===== src/rtl/axi_sramlike_bridge_pkg.sv =====
// Shared constants for the sram-like to AXI3 bridge: AXI encodings, bus widths,
// sram-like size codes and small width helpers.
package axi_sramlike_bridge_pkg;

    localparam int ADDR_W   = 32;
    localparam int DATA_W   = 32;
    localparam int STRB_W   = DATA_W / 8;
    localparam int ID_W_DEF = 4;

    localparam logic [1:0] BURST_INCR = 2'b01;
    localparam logic [7:0] LEN_SINGLE = 8'd0;

    typedef enum logic [1:0] {
        SIZE_BYTE = 2'd0,
        SIZE_HALF = 2'd1,
        SIZE_WORD = 2'd2
    } sram_size_e;

    function automatic logic [2:0] axsize(input logic [1:0] sz);
        return {1'b0, sz};
    endfunction

    // Pointer width that stays legal for a single-port build.
    function automatic int ptr_w(input int n);
        return (n > 1) ? $clog2(n) : 1;
    endfunction

endpackage


===== src/rtl/axi_sramlike_bridge_if.sv =====
// AXI3 master bus between the bridge (master modport) and the interconnect
// or memory model (slave modport).
interface axi_sramlike_bridge_if #(
    parameter int ID_W = axi_sramlike_bridge_pkg::ID_W_DEF
);
    import axi_sramlike_bridge_pkg::*;

    logic [ID_W-1:0]   arid;
    logic [ADDR_W-1:0] araddr;
    logic [7:0]        arlen;
    logic [2:0]        arsize;
    logic [1:0]        arburst;
    logic [1:0]        arlock;
    logic [3:0]        arcache;
    logic [2:0]        arprot;
    logic              arvalid;
    logic              arready;

    logic [ID_W-1:0]   rid;
    logic [DATA_W-1:0] rdata;
    logic [1:0]        rresp;
    logic              rlast;
    logic              rvalid;
    logic              rready;

    logic [ID_W-1:0]   awid;
    logic [ADDR_W-1:0] awaddr;
    logic [7:0]        awlen;
    logic [2:0]        awsize;
    logic [1:0]        awburst;
    logic [1:0]        awlock;
    logic [3:0]        awcache;
    logic [2:0]        awprot;
    logic              awvalid;
    logic              awready;

    logic [ID_W-1:0]   wid;
    logic [DATA_W-1:0] wdata_axi;
    logic [STRB_W-1:0] wstrb_axi;
    logic              wlast;
    logic              wvalid;
    logic              wready;

    logic [ID_W-1:0]   bid;
    logic [1:0]        bresp;
    logic              bvalid;
    logic              bready;

    modport master (
        output arid, araddr, arlen, arsize, arburst, arlock, arcache, arprot, arvalid,
        input  arready,
        input  rid, rdata, rresp, rlast, rvalid,
        output rready,
        output awid, awaddr, awlen, awsize, awburst, awlock, awcache, awprot, awvalid,
        input  awready,
        output wid, wdata_axi, wstrb_axi, wlast, wvalid,
        input  wready,
        input  bid, bresp, bvalid,
        output bready
    );

    modport slave (
        input  arid, araddr, arlen, arsize, arburst, arlock, arcache, arprot, arvalid,
        output arready,
        output rid, rdata, rresp, rlast, rvalid,
        input  rready,
        input  awid, awaddr, awlen, awsize, awburst, awlock, awcache, awprot, awvalid,
        output awready,
        input  wid, wdata_axi, wstrb_axi, wlast, wvalid,
        output wready,
        output bid, bresp, bvalid,
        input  bready
    );

endinterface


===== src/rtl/axi_sramlike_bridge_rr_arbiter.sv =====
// Round-robin arbiter: combinational one-hot grant from the pointer onward,
// pointer moves to winner+1 on any grant; no grant while en is low.
module rr_arbiter
    import axi_sramlike_bridge_pkg::*;
#(
    parameter int NPORT = 2,
    parameter int PW    = ptr_w(NPORT)
) (
    input  logic             clk,
    input  logic             rst_n,
    input  logic [NPORT-1:0] req,
    input  logic             en,
    output logic [NPORT-1:0] grant,
    output logic [PW-1:0]    ptr
);

    logic [PW-1:0] ptr_q;
    logic [PW-1:0] ptr_nxt;
    logic          found;

    // Two passes: ports at/after the pointer first, then the wrapped-around ones.
    always_comb begin
        grant   = '0;
        ptr_nxt = ptr_q;
        found   = 1'b0;
        for (int j = 0; j < NPORT; j++) begin
            if (en && !found && req[j] && (int'(ptr_q) <= j)) begin
                grant[j] = 1'b1;
                found    = 1'b1;
                ptr_nxt  = (j == NPORT - 1) ? '0 : PW'(j + 1);
            end
        end
        for (int j = 0; j < NPORT; j++) begin
            if (en && !found && req[j] && (int'(ptr_q) > j)) begin
                grant[j] = 1'b1;
                found    = 1'b1;
                ptr_nxt  = (j == NPORT - 1) ? '0 : PW'(j + 1);
            end
        end
    end

    always_ff @(posedge clk) begin
        if (!rst_n) begin
            ptr_q <= '0;
        end else if (found) begin
            ptr_q <= ptr_nxt;
        end
    end

    assign ptr = ptr_q;

endmodule


===== src/rtl/axi_sramlike_bridge.sv =====
// NPORT sram-like ports onto one AXI3 master: addr_ok is combinational, AR/AW/W are
// registered (issue 1 cycle after accept), data_ok is combinational from R/B.
module axi_sramlike_bridge
    import axi_sramlike_bridge_pkg::*;
#(
    parameter int NPORT  = 2,
    parameter int RD_OST = 2,
    parameter int ID_W   = ID_W_DEF
) (
    input  logic                    aclk,
    input  logic                    aresetn,
    input  logic [NPORT-1:0]        req,
    input  logic [NPORT-1:0]        wr,
    input  logic [2*NPORT-1:0]      size,
    input  logic [4*NPORT-1:0]      wstrb,
    input  logic [32*NPORT-1:0]     addr,
    input  logic [32*NPORT-1:0]     wdata,
    output logic [NPORT-1:0]        addr_ok,
    output logic [NPORT-1:0]        data_ok,
    output logic [31:0]             rdata_o,
    axi_sramlike_bridge_if.master   axi
);

    localparam int CW = $clog2(RD_OST + 1);
    localparam int PW = ptr_w(NPORT);

    logic [CW-1:0]     rd_cnt [NPORT];
    logic              ar_vld;
    logic [ID_W-1:0]   ar_id;
    logic [31:0]       ar_addr;
    logic [2:0]        ar_size;
    logic              aw_vld;
    logic              w_vld;
    logic              wr_pend;
    logic [ID_W-1:0]   aw_id;
    logic [31:0]       aw_addr;
    logic [2:0]        aw_size;
    logic [31:0]       w_data;
    logic [3:0]        w_strb;
    logic              r_hit;
    logic              b_done;
    logic              wr_busy;
    logic [NPORT-1:0]  rd_elig;
    logic [NPORT-1:0]  wr_elig;
    logic [NPORT-1:0]  rd_gnt;
    logic [NPORT-1:0]  wr_gnt;
    logic [NPORT-1:0]  rd_ret;
    logic [PW-1:0]     unused_rd_ptr;
    logic [PW-1:0]     unused_wr_ptr;
    logic              unused_resp;

    assign r_hit   = axi.rvalid && (32'(axi.rid) < NPORT);
    assign b_done  = aresetn && wr_pend && axi.bvalid && (32'(axi.bid) < NPORT);
    // A completing write frees both the write slot and the RAW hazard in its B cycle.
    assign wr_busy = wr_pend && !b_done;

    always_comb begin
        rd_elig = '0;
        wr_elig = '0;
        rd_ret  = '0;
        data_ok = '0;
        for (int p = 0; p < NPORT; p++) begin
            rd_elig[p] = req[p] && !wr[p] && (32'(rd_cnt[p]) < RD_OST)
                         && !(wr_busy && (addr[p*32+2 +: 30] == aw_addr[31:2]));
            wr_elig[p] = req[p] && wr[p];
            rd_ret[p]  = r_hit && (32'(axi.rid) == p);
            data_ok[p] = aresetn && (rd_ret[p] || (b_done && (32'(axi.bid) == p)));
        end
    end

    rr_arbiter #(.NPORT(NPORT), .PW(PW)) u_rd_arb (
        .clk   (aclk),
        .rst_n (aresetn),
        .req   (rd_elig),
        .en    (aresetn && !ar_vld),
        .grant (rd_gnt),
        .ptr   (unused_rd_ptr)
    );

    rr_arbiter #(.NPORT(NPORT), .PW(PW)) u_wr_arb (
        .clk   (aclk),
        .rst_n (aresetn),
        .req   (wr_elig),
        .en    (aresetn && !wr_busy),
        .grant (wr_gnt),
        .ptr   (unused_wr_ptr)
    );

    assign addr_ok = rd_gnt | wr_gnt;

    always_ff @(posedge aclk) begin
        if (!aresetn) begin
            ar_vld  <= 1'b0;
            ar_id   <= '0;
            ar_addr <= '0;
            ar_size <= '0;
        end else begin
            if (axi.arready) ar_vld <= 1'b0;
            for (int p = 0; p < NPORT; p++) begin
                if (rd_gnt[p]) begin
                    ar_vld  <= 1'b1;
                    ar_id   <= ID_W'(p);
                    ar_addr <= addr[p*32 +: 32];
                    ar_size <= axsize(size[p*2 +: 2]);
                end
            end
        end
    end

    always_ff @(posedge aclk) begin
        if (!aresetn) begin
            aw_vld  <= 1'b0;
            w_vld   <= 1'b0;
            wr_pend <= 1'b0;
            aw_id   <= '0;
            aw_addr <= '0;
            aw_size <= '0;
            w_data  <= '0;
            w_strb  <= '0;
        end else begin
            if (axi.awready) aw_vld  <= 1'b0;
            if (axi.wready)  w_vld   <= 1'b0;
            if (b_done)      wr_pend <= 1'b0;
            for (int p = 0; p < NPORT; p++) begin
                if (wr_gnt[p]) begin
                    aw_vld  <= 1'b1;
                    w_vld   <= 1'b1;
                    wr_pend <= 1'b1;
                    aw_id   <= ID_W'(p);
                    aw_addr <= addr[p*32 +: 32];
                    aw_size <= axsize(size[p*2 +: 2]);
                    w_data  <= wdata[p*32 +: 32];
                    w_strb  <= wstrb[p*4 +: 4];
                end
            end
        end
    end

    // Same-cycle accept and return on one port cancel out.
    always_ff @(posedge aclk) begin
        for (int p = 0; p < NPORT; p++) begin
            if (!aresetn) begin
                rd_cnt[p] <= '0;
            end else if (rd_gnt[p] && !rd_ret[p]) begin
                rd_cnt[p] <= rd_cnt[p] + 1'b1;
            end else if (!rd_gnt[p] && rd_ret[p] && (rd_cnt[p] != '0)) begin
                rd_cnt[p] <= rd_cnt[p] - 1'b1;
            end
        end
    end

    assign axi.arid      = ar_id;
    assign axi.araddr    = ar_addr;
    assign axi.arlen     = LEN_SINGLE;
    assign axi.arsize    = ar_size;
    assign axi.arburst   = BURST_INCR;
    assign axi.arlock    = '0;
    assign axi.arcache   = '0;
    assign axi.arprot    = '0;
    assign axi.arvalid   = ar_vld;
    assign axi.rready    = 1'b1;
    assign axi.awid      = aw_id;
    assign axi.awaddr    = aw_addr;
    assign axi.awlen     = LEN_SINGLE;
    assign axi.awsize    = aw_size;
    assign axi.awburst   = BURST_INCR;
    assign axi.awlock    = '0;
    assign axi.awcache   = '0;
    assign axi.awprot    = '0;
    assign axi.awvalid   = aw_vld;
    assign axi.wid       = aw_id;
    assign axi.wdata_axi = w_data;
    assign axi.wstrb_axi = w_strb;
    assign axi.wlast     = 1'b1;
    assign axi.wvalid    = w_vld;
    assign axi.bready    = 1'b1;

    assign rdata_o     = axi.rdata;
    assign unused_resp = ^{axi.rresp, axi.rlast, axi.bresp};

endmodule


===== src/flat_wrapper.sv =====
// flat-port wrapper written by rule: the top's interface ports become plain ports
module axi_sramlike_bridge_flat import axi_sramlike_bridge_pkg::*;
#(
    parameter int NPORT  = 2,
    parameter int RD_OST = 2,
    parameter int ID_W   = ID_W_DEF
)
  (aclk, aresetn, req, wr, size, wstrb, addr, wdata, addr_ok, data_ok, rdata_o, axi_arid, axi_araddr, axi_arlen, axi_arsize, axi_arburst, axi_arlock, axi_arcache, axi_arprot, axi_arvalid, axi_arready, axi_rid, axi_rdata, axi_rresp, axi_rlast, axi_rvalid, axi_rready, axi_awid, axi_awaddr, axi_awlen, axi_awsize, axi_awburst, axi_awlock, axi_awcache, axi_awprot, axi_awvalid, axi_awready, axi_wid, axi_wdata_axi, axi_wstrb_axi, axi_wlast, axi_wvalid, axi_wready, axi_bid, axi_bresp, axi_bvalid, axi_bready);
  axi_sramlike_bridge_if #(.ID_W(ID_W)) axi_i ();
  input  logic aclk;
  input  logic aresetn;
  input  logic [NPORT-1:0] req;
  input  logic [NPORT-1:0] wr;
  input  logic [2*NPORT-1:0] size;
  input  logic [4*NPORT-1:0] wstrb;
  input  logic [32*NPORT-1:0] addr;
  input  logic [32*NPORT-1:0] wdata;
  output logic [NPORT-1:0] addr_ok;
  output logic [NPORT-1:0] data_ok;
  output logic [31:0] rdata_o;
  output wire logic [$bits(axi_i.arid)-1:0] axi_arid;
  output wire logic [$bits(axi_i.araddr)-1:0] axi_araddr;
  output wire logic [$bits(axi_i.arlen)-1:0] axi_arlen;
  output wire logic [$bits(axi_i.arsize)-1:0] axi_arsize;
  output wire logic [$bits(axi_i.arburst)-1:0] axi_arburst;
  output wire logic [$bits(axi_i.arlock)-1:0] axi_arlock;
  output wire logic [$bits(axi_i.arcache)-1:0] axi_arcache;
  output wire logic [$bits(axi_i.arprot)-1:0] axi_arprot;
  output wire logic [$bits(axi_i.arvalid)-1:0] axi_arvalid;
  input wire logic [$bits(axi_i.arready)-1:0] axi_arready;
  input wire logic [$bits(axi_i.rid)-1:0] axi_rid;
  input wire logic [$bits(axi_i.rdata)-1:0] axi_rdata;
  input wire logic [$bits(axi_i.rresp)-1:0] axi_rresp;
  input wire logic [$bits(axi_i.rlast)-1:0] axi_rlast;
  input wire logic [$bits(axi_i.rvalid)-1:0] axi_rvalid;
  output wire logic [$bits(axi_i.rready)-1:0] axi_rready;
  output wire logic [$bits(axi_i.awid)-1:0] axi_awid;
  output wire logic [$bits(axi_i.awaddr)-1:0] axi_awaddr;
  output wire logic [$bits(axi_i.awlen)-1:0] axi_awlen;
  output wire logic [$bits(axi_i.awsize)-1:0] axi_awsize;
  output wire logic [$bits(axi_i.awburst)-1:0] axi_awburst;
  output wire logic [$bits(axi_i.awlock)-1:0] axi_awlock;
  output wire logic [$bits(axi_i.awcache)-1:0] axi_awcache;
  output wire logic [$bits(axi_i.awprot)-1:0] axi_awprot;
  output wire logic [$bits(axi_i.awvalid)-1:0] axi_awvalid;
  input wire logic [$bits(axi_i.awready)-1:0] axi_awready;
  output wire logic [$bits(axi_i.wid)-1:0] axi_wid;
  output wire logic [$bits(axi_i.wdata_axi)-1:0] axi_wdata_axi;
  output wire logic [$bits(axi_i.wstrb_axi)-1:0] axi_wstrb_axi;
  output wire logic [$bits(axi_i.wlast)-1:0] axi_wlast;
  output wire logic [$bits(axi_i.wvalid)-1:0] axi_wvalid;
  input wire logic [$bits(axi_i.wready)-1:0] axi_wready;
  input wire logic [$bits(axi_i.bid)-1:0] axi_bid;
  input wire logic [$bits(axi_i.bresp)-1:0] axi_bresp;
  input wire logic [$bits(axi_i.bvalid)-1:0] axi_bvalid;
  output wire logic [$bits(axi_i.bready)-1:0] axi_bready;
  assign axi_arid = axi_i.arid;
  assign axi_araddr = axi_i.araddr;
  assign axi_arlen = axi_i.arlen;
  assign axi_arsize = axi_i.arsize;
  assign axi_arburst = axi_i.arburst;
  assign axi_arlock = axi_i.arlock;
  assign axi_arcache = axi_i.arcache;
  assign axi_arprot = axi_i.arprot;
  assign axi_arvalid = axi_i.arvalid;
  assign axi_i.arready = axi_arready;
  assign axi_i.rid = axi_rid;
  assign axi_i.rdata = axi_rdata;
  assign axi_i.rresp = axi_rresp;
  assign axi_i.rlast = axi_rlast;
  assign axi_i.rvalid = axi_rvalid;
  assign axi_rready = axi_i.rready;
  assign axi_awid = axi_i.awid;
  assign axi_awaddr = axi_i.awaddr;
  assign axi_awlen = axi_i.awlen;
  assign axi_awsize = axi_i.awsize;
  assign axi_awburst = axi_i.awburst;
  assign axi_awlock = axi_i.awlock;
  assign axi_awcache = axi_i.awcache;
  assign axi_awprot = axi_i.awprot;
  assign axi_awvalid = axi_i.awvalid;
  assign axi_i.awready = axi_awready;
  assign axi_wid = axi_i.wid;
  assign axi_wdata_axi = axi_i.wdata_axi;
  assign axi_wstrb_axi = axi_i.wstrb_axi;
  assign axi_wlast = axi_i.wlast;
  assign axi_wvalid = axi_i.wvalid;
  assign axi_i.wready = axi_wready;
  assign axi_i.bid = axi_bid;
  assign axi_i.bresp = axi_bresp;
  assign axi_i.bvalid = axi_bvalid;
  assign axi_bready = axi_i.bready;
  axi_sramlike_bridge #(.NPORT(NPORT), .RD_OST(RD_OST), .ID_W(ID_W)) u_core (.aclk(aclk), .aresetn(aresetn), .req(req), .wr(wr), .size(size), .wstrb(wstrb), .addr(addr), .wdata(wdata), .addr_ok(addr_ok), .data_ok(data_ok), .rdata_o(rdata_o), .axi(axi_i));
endmodule

===== config.mk =====
export PLATFORM = sky130hd
export DESIGN_NAME = axi_sramlike_bridge_flat
export DESIGN_NICKNAME = d
export VERILOG_FILES = /design/src/rtl/axi_sramlike_bridge_pkg.sv /design/src/rtl/axi_sramlike_bridge_if.sv /design/src/rtl/axi_sramlike_bridge_rr_arbiter.sv /design/src/rtl/axi_sramlike_bridge.sv /design/src/flat_wrapper.sv
export SDC_FILE = /design/constraint.sdc
export NUM_CORES = 1
export LEC_CHECK = 0
export ABC_CLOCK_PERIOD_IN_PS = 4900
export CELL_PAD_IN_SITES_DETAIL_PLACEMENT = 2
export CELL_PAD_IN_SITES_GLOBAL_PLACEMENT = 2
export CORE_AREA = 2 2 154 156
export CTS_CLUSTER_SIZE = 14
export DETAILED_ROUTE_END_ITERATION = 10
export DIE_AREA = 0 0 156 158
export DONT_BUFFER_PORTS = 1
export PLACE_DENSITY_LB_ADDON = 0.1
export SYNTH_ARGS = -nofsm -noshare
export SYNTH_HDL_FRONTEND = slang
export SYNTH_HIERARCHICAL = 1
export SYNTH_SLANG_ARGS = --single-unit

===== constraint.sdc =====
create_clock -name aclk -period 4.9 [get_ports aclk]
set_input_delay 1.47 -clock aclk [delete_from_list [all_inputs] [get_ports aclk]]
set_output_delay 1.47 -clock aclk [all_outputs]
set_load 0.05 [all_outputs]

== After elaboration in Yosys (flattened, before gate mapping) ==
Memories as Yosys holds them, arrays and structs flattened.
Index checks and enable logic that the tools add are counted.

* Add/subtract/negate cells: 4
* $lt $le $gt $ge: 8
* Eq/ne operators: 4
* Multiplexer cells: 63
* Bitwise operators: 5
* Reductions and logical operators: 74

{| class="wikitable"
|+ Operators with widths
! operator !! number
|-
| $mux 32 || 6
|-
| $eq 30x30->1 || 2
|-
| $mux 1 || 47
|-
| $logic_and 1x1->1 || 43
|-
| $reduce_bool 3->1 || 6
|-
| $mux 2 || 8
|-
| $logic_not 1->1 || 15
|-
| $eq 4x1->1 const B || 2
|-
| $logic_not 4->1 || 2
|-
| $lt 4x2->1 const B || 2
|-
| $mux 4 || 2
|-
| $reduce_bool 2->1 || 4
|-
| $add 2x1->2 const B || 2
|-
| $lt 2x2->1 const B || 2
|-
| $or 1x1->1 || 4
|-
| $reduce_and 2->1 || 2
|-
| $sub 2x1->2 const B || 2
|-
| $gt 1x1->1 const B || 2
|-
| $le 1x1->1 const B || 2
|-
| $logic_or 1x1->1 || 2
|-
| $or 2x2->2 || 1
|}

* Register bits: 112
* RAM bits: 4
* Bits of input ports: 196
* Output and inout port bits: 198
* Word-level logic and storage cells: 173
* Memories: 1

{| class="wikitable"
|+ Memory list
! name !! words !! width !! read ports !! clocked after Yosys merged registers in !! wr ports !! line !! source
|-
| u_core.rd_cnt || 2 || 2 || 2 || 0 || 2 || axi_sramlike_bridge.sv:27 || <nowiki>logic [CW-1:0] rd_cnt [NPORT];</nowiki>
|}

== Longest topological paths before layout ==
* Word-level depth: 28
* Mapped depth: 12

== By module ==
Netlist, hierarchy kept.

{| class="wikitable"
|+ By module, submodules not included
! module !! times used !! cells an instance !! area an instance (um^2)
|-
| axi_sramlike_bridge || 1 || 802 || 6760.2
|-
| rr_arbiter || 2 || 8 || 60.1
|}

== Least setup slack after synthesis ==
Ideal clock, no wire load.

* Path type: input to output
* Start point: input port addr[20]
* End point: output port addr_ok[1]
* Arrival: 3.281 ns
* Required time: 3.430 ns
* Setup slack: 0.149 ns
* Cell stages on the path: 9
* Cell sequence: xor2_1 nor4_1 nand4_1 nor4_1 a21oi_1 a21oi_1 buf_2 clkbuf_1 or2_2

* Longest elaborated chain between the ends: 12

{| class="wikitable"
|+ Ends and longest elaborated chain
! what !! line !! source
|-
| start, declared || flat_wrapper.sv:16 || <nowiki>input logic [32*NPORT-1:0] addr;</nowiki>
|-
| $eq 30x30->1 || axi_sramlike_bridge.sv:64 || <nowiki>&& !(wr_busy && (addr[p*32+2 +: 30] == aw_addr[31:2]));</nowiki>
|-
| $logic_and 1x1->1 || axi_sramlike_bridge.sv:64 ||
|-
| $logic_not 1->1 || axi_sramlike_bridge.sv:64 ||
|-
| $logic_and 1x1->1 || axi_sramlike_bridge.sv:64 ||
|-
| via u_core.rd_elig[0] || axi_sramlike_bridge.sv:43 || <nowiki>logic [NPORT-1:0] rd_elig;</nowiki>
|-
| $logic_and 1x1->1 (2 in a row) || axi_sramlike_bridge_rr_arbiter.sv:27 || <nowiki>if (en && !found && req[j] && (int'(ptr_q) <= j)) begin</nowiki>
|-
| $mux 1 || axi_sramlike_bridge_rr_arbiter.sv:27 ||
|-
| $logic_not 1->1 || axi_sramlike_bridge_rr_arbiter.sv:27 ||
|-
| $logic_and 1x1->1 (2 in a row) || axi_sramlike_bridge_rr_arbiter.sv:27 ||
|-
| $mux 1 || axi_sramlike_bridge_rr_arbiter.sv:27 ||
|-
| via u_core.rd_gnt[1] || axi_sramlike_bridge.sv:45 || <nowiki>logic [NPORT-1:0] rd_gnt;</nowiki>
|-
| $or 2x2->2 || axi_sramlike_bridge.sv:89 || <nowiki>assign addr_ok = rd_gnt | wr_gnt;</nowiki>
|-
| end, declared || flat_wrapper.sv:18 || <nowiki>output logic [NPORT-1:0] addr_ok;</nowiki>
|}

The timed path passes the listed nets, and every way through them passes these cells.

== Final worst setup path ==
* Start point: input port addr[27]
* End point: output port addr_ok[0]

* Longest elaborated chain between the ends: 17

{| class="wikitable"
|+ Ends and longest elaborated chain
! what !! line !! source
|-
| $eq 30x30->1 (*) || axi_sramlike_bridge.sv:64 ||
|-
| $logic_and 1x1->1 (*) || axi_sramlike_bridge.sv:64 ||
|-
| $logic_not 1->1 (*) || axi_sramlike_bridge.sv:64 ||
|-
| $logic_and 1x1->1 (*) || axi_sramlike_bridge.sv:64 ||
|-
| via u_core.rd_elig[0] || axi_sramlike_bridge.sv:43 ||
|-
| $logic_and 1x1->1 (2 in a row) || axi_sramlike_bridge_rr_arbiter.sv:27 ||
|-
| $mux 1 || axi_sramlike_bridge_rr_arbiter.sv:27 ||
|-
| $logic_not 1->1 || axi_sramlike_bridge_rr_arbiter.sv:27 ||
|-
| $logic_and 1x1->1 (2 in a row) || axi_sramlike_bridge_rr_arbiter.sv:27 ||
|-
| $mux 1 || axi_sramlike_bridge_rr_arbiter.sv:27 ||
|-
| $logic_not 1->1 || axi_sramlike_bridge_rr_arbiter.sv:34 || <nowiki>if (en && !found && req[j] && (int'(ptr_q) > j)) begin</nowiki>
|-
| $logic_and 1x1->1 (3 in a row) || axi_sramlike_bridge_rr_arbiter.sv:34 ||
|-
| $mux 1 (*) || axi_sramlike_bridge_rr_arbiter.sv:34 ||
|-
| via u_core.rd_gnt[0] || axi_sramlike_bridge.sv:45 ||
|-
| $or 2x2->2 (*) || axi_sramlike_bridge.sv:89 ||
|}

The timed path passes the listed nets; every way through them passes the cells marked *.

==> metrics.yaml <==
outcome:
  run_status: "complete, no violations"
worst_setup_path:
  r2r_setup_slack_ns: 1.47
  cp-start-kind: "input port"
  cp-end-kind: "output pin"
  worstPathArrival_ns: 3.33
  r2r_cells: 13
  regToRegStartpoint: "u_core/axi.awaddr[6]$_SDFFE_PN0P_"
  criticalPathCategory: "in2out"
  worstSetupStartpoint: "addr[27]"
  critical_path.endpoint: "addr_ok[0]"
  worstPathMaxFanout: 3
  r2r_end: "u_core/rd_cnt[1][0]$_SDFFCE_PN0P_"
  cp.required_ns: 3.43
global_route:
  grt_max_degree: 126
  grt_pass1_vias: 5968
  antenna_found_initial: 0
  track_usage_pct: 18.5
  grt.overflow.total: 0
  grt_pass1_wl_um: 34600
flow_run:
  maxCapViolCount: 0
cells_and_area:
  finalNetCount: 990
  finish.utilization_pct: 33.0
  layout-drive-gt1-share_pct: 10.8
  fillCellCount: 2608
  area_growth_pct: 10.5
  stdcell_count: 1096
  diodes: 0
logic_synthesis:
  synth-seq-cells: 116
  ys_warn_count: 6
  synth_cells: 818
  synth_xor_area_share_pct: 7.77
  synth_compound_area_share_pct: 9.58
  synth_top_family_by_area: "simple AND/OR/NAND/NOR gates"
  synth_simple_gate_area_share_pct: 20.3
  synth_area_mm2: 0.00688
  synth_cell_types: 31
  seq_area_frac_synth_pct: 34.3
  synthAdderAreaFrac_pct: 0.182
  synthMuxAreaShare_pct: 15.1
  avgSynthCellArea_um2: 8.41
die:
  core_mm2: 0.0231
  die_area_mm2: 0.0246
  ios: 394
  die_y_um: 158
  die_x_um: 156
  start_util_pct: 29.8
  std_cell_rows: 56
hold_path:
  min_path_type: "reg2reg"
routing:
  vias_per_cell: 4.91
  wl_um: 23200
  drc: 0
  dr.pass1.iters: 4
  ant_nets: 0
  routedWlPerCell_um: 21.2
  via_count: 5381
  drt_iter0_markers: 122
placement:
  portBuffers: 0
  dp_cells: 1064
  post-dp-hpwl_um: 16900
  gp_congestion: 0.719
cts:
  cts_num_sinks: 116
  cts_buffers: 17
  tritoncts: "yes"
  path_clk_slew_ns: 0.06
  clockBufferDepth: 2
  worstSkewPairLatency_ns: 0.42
  htree_levels: 4
  cts_root_buffer: "clkbuf_16"
timing:
  holdWs_ns: 0.576
  fin_skew_ns: 0.0109
  maxSlewViolCount: 0
  min_period_over_period_pct: 98.0
  slew_headroom_pct: 34.8
  fmax_ghz: 0.208
  finalHoldViolCount: 0
  setup_viol: 0
  period_needed_ns: 4.80
  tightest_slew_ns: 0.976
power_and_ir_drop:
  ir_worst_vdd_mv: 0.150
  powerDensity_mw_per_mm2: 380
  power.leakage_nw: 2.82
==> placed cells by master, fill, tap and decap left out, types with 6 or more instances in the layout <==
cell type  count
nand2_1      116
nand4_1        6
and2_1       107
xor2_1        41
nor2b_1        9
xnor2_1       20
nor4_1         7
o21ai_0      106
clkbuf_16     18
nor4_2         7
mux2i_1      104
dfxtp_1      112
nand3_1        6
conb_1        52
buf_4         40
==> worst min-delay path by stage <==
stage / start / cells past startpoint / slack, ns / end
after global routing: u_core/rd_cnt[0][0]$_DFFE_PP_ / 1 / 0.60 / u_core/rd_cnt[0][0]$_DFFE_PP_
after floorplan: u_core/u_wr_arb/ptr$_SDFFE_PN0P_ / 1 / 0.49 / u_core/u_wr_arb/ptr$_SDFFE_PN0P_
after global placement: u_core/rd_cnt[0][0]$_DFFE_PP_ / 1 / 0.55 / u_core/rd_cnt[0][0]$_DFFE_PP_
after CTS: u_core/rd_cnt[0][0]$_DFFE_PP_ / 1 / 0.58 / u_core/rd_cnt[0][0]$_DFFE_PP_
after detailed placement: u_core/rd_cnt[0][0]$_DFFE_PP_ / 1 / 0.57 / u_core/rd_cnt[0][0]$_DFFE_PP_
final: u_core/rd_cnt[0][0]$_DFFE_PP_ / 1 / 0.58 / u_core/rd_cnt[0][0]$_DFFE_PP_
==> worst max-delay path, cell delays in order <==
cell	delay, ns
xor2_1	0.16
nor4_2	0.36
nand4_1	0.16
nor4_2	0.30
buf_4	0.15
a21oi_1	0.08
nand2_1	0.14
a21oi_4	0.04
or2_2	0.32
buf_12	0.16
==> layout make-up <==
class,instances,area [µm²],share of cell area [%]
Multi-Input combinational cell,613,3930,51.7
Clock inverter,13,148,1.94
Timing Repair Buffer,41,320,4.21
Sequential cell,116,2360,31.1
Clock buffer,19,464,6.10
Inverter,4,15.0,0.197
Tap cell,290,363,4.77
==> flip-flops by register name (all words and copies together), names as in the netlist, 2 cells and up <==
name                  count
u_core/rd_cnt             4
u_core/axi.awaddr        32
u_core/axi.wstrb_axi      4
u_core/axi.araddr        32
u_core/axi.arsize         2
u_core/axi.wdata_axi     32
u_core/axi.awsize         2
==> synth_stat cells <==
master	instances	area share, %
conb_1	2	0.11
and2_1	107	9.7
a31oi_1	1	0.091
dfxtp_1	112	33
nor2b_1	9	0.82
nor2_1	3	0.16
nor4_1	14	1.3
nand3_1	6	0.44
buf_4	87	9.5
inv_1	4	0.22
a21oi_1	8	0.58
or2_2	2	0.18
o31a_1	4	0.51
xnor2_1	20	2.5
nand4_1	6	0.55
ha_1	1	0.18
a21boi_0	2	0.22
nand2_1	116	6.3
nor3_1	1	0.073
and4b_1	2	0.29
o21ai_0	106	7.7
buf_2	12	0.87
nor4b_2	1	0.22
nand2b_1	2	0.18
xor2_1	41	5.2
o21a_1	2	0.22
clkbuf_1	36	2.0
mux2i_1	104	15
nor3b_1	1	0.11
a31o_1	2	0.25
edfxtp_1	4	1.7
==> power breakdown <==
| part | switching, mW | leakage (nW) | internal [mW] |
|---|---|---|---|
| clock | 0.509 | 0.288 | 0.799 |
| combinational | 0.285 | 1.58 | 0.134 |
| sequential | 0.160 | 0.954 | 1.00 |
==> cells by family (layout without fill, tap and decap cells) <==
kind of cell    after synthesis  after routing
simple gates                270            270
buf+inv                     139             77
compound gates              125            125
flops                       116            116
mux                         104            104
xor+xnor                     61             61
other cells                   2             52
fa+ha+maj                     1              1
==> through the flow <==
| stage | setup slack, ns | setup TNS (ns) | power, mW | instance area (µm²) |
|---|---|---|---|---|
| 2_1_floorplan | 0.149 | 0 | 1.61 | 7070 |
| 3_3_place_gp | -0.0903 | -0.145 | 1.58 | 6950 |
| 3_5_place_dp | -0.0159 | -0.0159 | 1.60 | 6950 |
| 4_1_cts | 0.00519 | 0 | 2.93 | 7560 |
| 5_1_grt | -0.00775 | -0.00775 | 3.02 | 7610 |
| 6_report | 0.0976 | 0 | 2.89 | 7610 |
==> metal layers <==
| metal | part of all wire, % | track usage, % | up-vias |
|---|---|---|---|
| met1 | 40 | 21.2 | 2608 |
| li1 | - | - | 2533 |
| met2 | 51 | 32.8 | 201 |
| met3 | 7.5 | 6.08 | 39 |
| met5 | 0 | 0 | - |
| met4 | 1.7 | 5.90 | 0 |
==> repair_timing <==
item / CTS / global route
setup endpoints to repair: 2 / 2
pin swaps: 1 / 1
endpoints found under the hold margin: 0 / 0
buffers inserted: 0 / 0
hold buffers: 0 / 0
gates resized for setup: 1 / 7
Note: power is estimated with default switching activity, not from simulation.
